## src/rtl/ifu_ifetch.sv

```systemverilog
// rtl/ifu_ifetch.sv - IFU fetch control: PC register, single-outstanding fetch handshake, IR and next-PC selection.
module ifu_ifetch #(
  parameter int                 PC_SIZE  = 32,
  parameter logic [PC_SIZE-1:0] RESET_PC = 32'h8000_0000
) (
  input  logic               clk,
  input  logic               rst_n,
  output logic               ifu_req_valid,
  input  logic               ifu_req_ready,
  output logic [PC_SIZE-1:0] ifu_req_pc,
  input  logic               ifu_rsp_valid,
  output logic               ifu_rsp_ready,
  input  logic [31:0]        ifu_rsp_instr,
  input  logic               ifu_rsp_err,
  output logic               ir_valid,
  output logic [31:0]        ir_instr,
  output logic [PC_SIZE-1:0] ir_pc,
  output logic               ir_err,
  input  logic               ir_ready,
  input  logic               prdt_taken,
  input  logic [PC_SIZE-1:0] prdt_pc_add_op1,
  input  logic [PC_SIZE-1:0] prdt_pc_add_op2,
  input  logic               bpu_wait,
  input  logic               pipe_flush_req,
  input  logic [PC_SIZE-1:0] pipe_flush_pc,
  output logic               pipe_flush_ack
);

  typedef enum logic [1:0] {ST_RST, ST_REQ, ST_WAIT, ST_NXT} state_t;

  state_t             state, state_nxt;
  logic [PC_SIZE-1:0] pc, pc_nxt;
  logic               drop_rsp, drop_nxt;
  logic               req_hsk, rsp_hsk, ir_load;

  assign ifu_req_valid  = (state == ST_REQ);
  assign ifu_req_pc     = pc;
  assign pipe_flush_ack = pipe_flush_req;
  // A response owed to a flushed request is always swallowed, regardless of IR occupancy.
  assign ifu_rsp_ready  = (state == ST_WAIT) & (drop_rsp | ~ir_valid | ir_ready);
  assign req_hsk        = ifu_req_valid & ifu_req_ready;
  assign rsp_hsk        = ifu_rsp_valid & ifu_rsp_ready;
  assign ir_load        = (state == ST_WAIT) & rsp_hsk & ~drop_rsp & ~pipe_flush_req;

  always_comb begin
    state_nxt = state;
    pc_nxt    = pc;
    drop_nxt  = drop_rsp;
    if (pipe_flush_req) begin
      pc_nxt = pipe_flush_pc;
      // If the outstanding response completes in the flush cycle, nothing is left to drop.
      if ((state == ST_WAIT) && rsp_hsk) begin
        state_nxt = ST_REQ;
        drop_nxt  = 1'b0;
      end else if ((state == ST_WAIT) || req_hsk) begin
        state_nxt = ST_WAIT;
        drop_nxt  = 1'b1;
      end else begin
        state_nxt = ST_REQ;
        drop_nxt  = 1'b0;
      end
    end else begin
      case (state)
        ST_RST: state_nxt = ST_REQ;
        ST_REQ: if (req_hsk) state_nxt = ST_WAIT;
        ST_WAIT: begin
          if (rsp_hsk) begin
            state_nxt = drop_rsp ? ST_REQ : ST_NXT;
            drop_nxt  = 1'b0;
          end
        end
        ST_NXT: begin
          if (!bpu_wait) begin
            pc_nxt    = prdt_taken ? (prdt_pc_add_op1 + prdt_pc_add_op2) : (ir_pc + PC_SIZE'(4));
            state_nxt = ST_REQ;
          end
        end
        default: state_nxt = ST_RST;
      endcase
    end
  end

  always_ff @(posedge clk or negedge rst_n) begin
    if (!rst_n) begin
      state    <= ST_RST;
      pc       <= RESET_PC;
      drop_rsp <= 1'b0;
    end else begin
      state    <= state_nxt;
      pc       <= pc_nxt;
      drop_rsp <= drop_nxt;
    end
  end

  always_ff @(posedge clk or negedge rst_n) begin
    if (!rst_n) begin
      ir_valid <= 1'b0;
      ir_instr <= 32'h0;
      ir_pc    <= '0;
      ir_err   <= 1'b0;
    end else if (pipe_flush_req) begin
      ir_valid <= 1'b0;
    end else if (ir_load) begin
      ir_valid <= 1'b1;
      ir_instr <= ifu_rsp_instr;
      ir_pc    <= pc;
      ir_err   <= ifu_rsp_err;
    end else if (ir_valid && ir_ready) begin
      ir_valid <= 1'b0;
    end
  end

endmodule

```

## config.mk

```make
export PLATFORM = sky130hd
export DESIGN_NAME = ifu_ifetch
export DESIGN_NICKNAME = d
export VERILOG_FILES = /design/src/rtl/ifu_ifetch.sv
export SDC_FILE = /design/constraint.sdc
export NUM_CORES = 1
export LEC_CHECK = 0
export ABC_AREA = 1
export CAP_MARGIN = 30
export CORE_UTILIZATION = 35
export CTS_BUF_LIST = sky130_fd_sc_hd__clkbuf_16
export DETAILED_ROUTE_END_ITERATION = 6
export HOLD_SLACK_MARGIN = 0.08
export PLACE_DENSITY_LB_ADDON = 0.1
export SYNTH_ARGS = -nofsm -noshare
export SYNTH_HDL_FRONTEND = slang
export SYNTH_SLANG_ARGS = --single-unit
```

## constraint.sdc

```tcl
create_clock -name clk -period 2.3 [get_ports clk]
set_input_delay 0.23 -clock clk [delete_from_list [all_inputs] [get_ports clk]]
set_output_delay 0.23 -clock clk [all_outputs]
set_load 0.005 [all_outputs]
```

==> impl_metrics.json <==
{
  "drtAntennaViolNets": 0,
  "power_density_nw_per_um2": 817,
  "place.gp.congestion": 0.901,
  "synth_area_leaders": "dfrtp_1 (33%), nand2_1 (27%), inv_1 (8.1%)",
  "n_antenna_cell": 0,
  "max_slew_margin_pct": 53.6,
  "root_buffer": "clkbuf_16",
  "clkSinkCount": 101,
  "status": "completed",
  "multi_input_area_um2": 4390,
  "setup_ws_ps": 178,
  "synthesis.nets": 1442,
  "synthFlopType": "dfrtp_1",
  "tritoncts": "done",
  "max_clock_freq_ghz": 0.471,
  "worst_pin_slew_ps": 695,
  "period_minus_slack_ps": 2120,
  "die_area_um2": 22500,
  "total_power_uw": 9060,
  "slowest_delay_ps": 400,
  "netlist_instances": 1268,
  "initial_utilization_pct": 36.0,
  "hpwl_um": 22300,
  "pre_cts_ws_ps": -265,
  "end_kind": "flip-flop",
  "die_y_um": 150,
  "ys_ff_latch": 101,
  "nFillCells": 2223,
  "synth_edf_count": 0,
  "finalSetupViolCount": 0,
  "numPortBuffers": 237,
  "grtUsageTotal_pct": 25.1,
  "wl_um": 27700,
  "worstPathCellList": "clkdlybuf4s50_1 > ha_1 > fa_1 > buf_4 > nand2_1 > nand3_1 > nand2_1 > nand2_1 > o21ai_0 > nand3_1 > nand2_1 > nand2_1",
  "grt_pass1_wl_um": 43600,
  "rsz0062_at_grt": "false",
  "finClkSkew_ps": 13.1,
  "hp-class": "in -> async",
  "finalNonFillerCells": 1830,
  "post-route-period-util_pct": 92.3,
  "crit_type": "in -> reg",
  "layout-area-overhead-vs-synth_pct": 44.6,
  "r2r_cells": 11,
  "routed_via_density": 4.77,
  "layout.nets": 1724,
  "core_area_um2": 21300,
  "crit_slowest_cell": "clkdlybuf4s50_1",
  "yosysTopAreaCell": "dfrtp_1",
  "top_usage_layer": "met2",
  "design_area_um2": 11100,
  "slew_violations": 0,
  "grt.met3_usage_pct": 4.51,
  "drcViolationCount": 0,
  "clk_latency_ps": 350,
  "met2_usage_pct": 41.9,
  "grt_pass1_vias": 8417,
  "cts_setup_buffers": 0,
  "synthArstFlopShare_pct": 100,
  "clkTransAtPathRegs_ps": 80,
  "peakVddDrop_uv": 410,
  "dr.pass1.iters": 5,
  "cp-start-kind": "primary input",
  "rows": 53,
  "htree_levels": 3,
  "required_ps": 2540,
  "ys_types": 32,
  "worst_ep_arrival_time_ps": 2360,
  "synth.most_common_cell": "nand2_1",
  "place_area_um2": 10800,
  "antenna_found_initial": 0,
  "ys_warn_count": 0,
  "use_met1_pct": 33.0,
  "io_pins": 238,
  "path_max_fanout": 4,
  "finalHoldViolCount": 0,
  "synth_top_area_share_pct": 32.6,
  "cts_buffers": 9,
  "p_leak_uw": 0.00568,
  "fp.dieW_um": 150,
  "synth_seq_area_share_pct": 33.0,
  "drive_above_1_share_pct": 5.92,
  "synth_area_um2": 7670,
  "wl_per_cell_um": 15.1,
  "maxCapViolations": 0,
  "place_inst": 1813,
  "path_common_cell": "nand2_1",
  "route.vias.total": 8728,
  "syn_area_per_cell_um2": 6.05,
  "synth_common_cells": "nand2_1 (559), inv_1 (166), nor2_1 (125)",
  "clock_path_buffers": 2,
  "ff_latch_area_um2": 2530,
  "grt-ovfl-total": 0,
  "first_iter_violations": 405,
  "postLayoutCoreUtil_pct": 52.1,
  "grt_max_degree": 66
}
## worst paths after layout
path / startpoint / to / slack, ps
hold / removal: rst_n / ir_instr[29] / 230
setup / recovery: prdt_pc_add_op1[0] / ifu_req_pc[14] / 180
max in group asynchronous: rst_n / ir_pc[4] / 1360
hold reg to reg: ir_instr[29] / ir_instr[29] / 470
min in group clk: ifu_rsp_instr[29] / ir_instr[29] / 410
setup reg to reg: ir_pc[11] / ifu_req_pc[29] / 330
## sequential cells by signal (all words and copies together), names as in the netlist
signal and flops:
drop_rsp 1, ir_valid 1, ifu_req_pc 32, ir_err 1, ir_pc 32, ir_instr 32
state 2
## layout by cell type, fill, tap and decap left out, types with 2 or more instances in the layout
| master | n |
|---|---|
| o21bai_1 | 2 |
| and2_1 | 4 |
| clkbuf_16 | 9 |
| clkdlybuf4s50_1 | 236 |
| inv_1 | 166 |
| nand3_1 | 67 |
| nor3_1 | 21 |
| o21ai_1 | 3 |
| nor2_1 | 125 |
| inv_2 | 2 |
| a21oi_1 | 58 |
| clkinv_4 | 2 |
| clkinvlp_4 | 2 |
| nand3b_1 | 3 |
| xnor2_1 | 2 |
| ha_1 | 36 |
| xor2_1 | 8 |
| or2_2 | 2 |
| inv_8 | 2 |
| o211ai_1 | 8 |
| buf_4 | 64 |
| nand4_1 | 5 |
| buf_12 | 3 |
| o21ai_0 | 52 |
| nand2_1 | 559 |
| dfrtp_1 | 100 |
| nor2_2 | 2 |
## report_power, final
part / switching, uW / total (uW) / internal (uW) / leakage [uW]
sequential: 729 / 3220 / 2500 / 0.00124
combinational: 2090 / 4370 / 2280 / 0.00431
clock: 719 / 1470 / 750 / 0.000133
total: 3530 / 9060 / 5530 / 0.00568
## through the flow
| step | setup TNS, ps | hold WS, ps |
|---|---|---|
| after floorplan | 0 | -65.6 |
| after global placement | -860 | 72.3 |
| after detailed placement | -1210 | 67.7 |
| after CTS | 0 | 231 |
| after global routing | 0 | 255 |
| final | 0 | 234 |
## metal layers
| metal | routed length (um) | vias up |
|---|---|---|
| met5 | 0 | - |
| met3 | 1900 | 29 |
| met1 | 12400 | 3950 |
| li1 | - | 4474 |
| met4 | 586 | 0 |
| met2 | 12800 | 275 |
## worst max-delay path: cells and delay by family
family / cells / cell delay, ps
adder cells (fa/ha/maj): 2 / 620
buffers and inverters: 2 / 550
AND/OR/NAND/NOR: 7 / 630
AO/OA/AOI/OAI: 1 / 330
## final cells by class
class,count,share of cell area (%)
well taps,275,3.10
inverters,168,5.69
multi-input cells,966,39.6
clock inverters,7,0.530
clock buffers,9,2.03
flip-flops and latches,101,22.8
repair buffers,304,26.3
## what timing repair did
item / 4_1_cts / 5_1_grt
endpoints found under the setup margin: 0 / 2
hold endpoints to repair: 72 / 0
gates resized for setup: 0 / 3
hold buffers: 1 / 0
## kinds of logic after synthesis
logic type / after synthesis / share of synthesized area [%]
AND/OR/NAND/NOR: 789 / 40.8
buffers and inverters: 201 / 10.0
AO/OA/AOI/OAI: 130 / 8.97
flip-flops: 101 / 33.0
adder cells (fa/ha/maj): 37 / 6.13
XOR/XNOR: 10 / 1.14
Power figures use the tool's default switching activity.
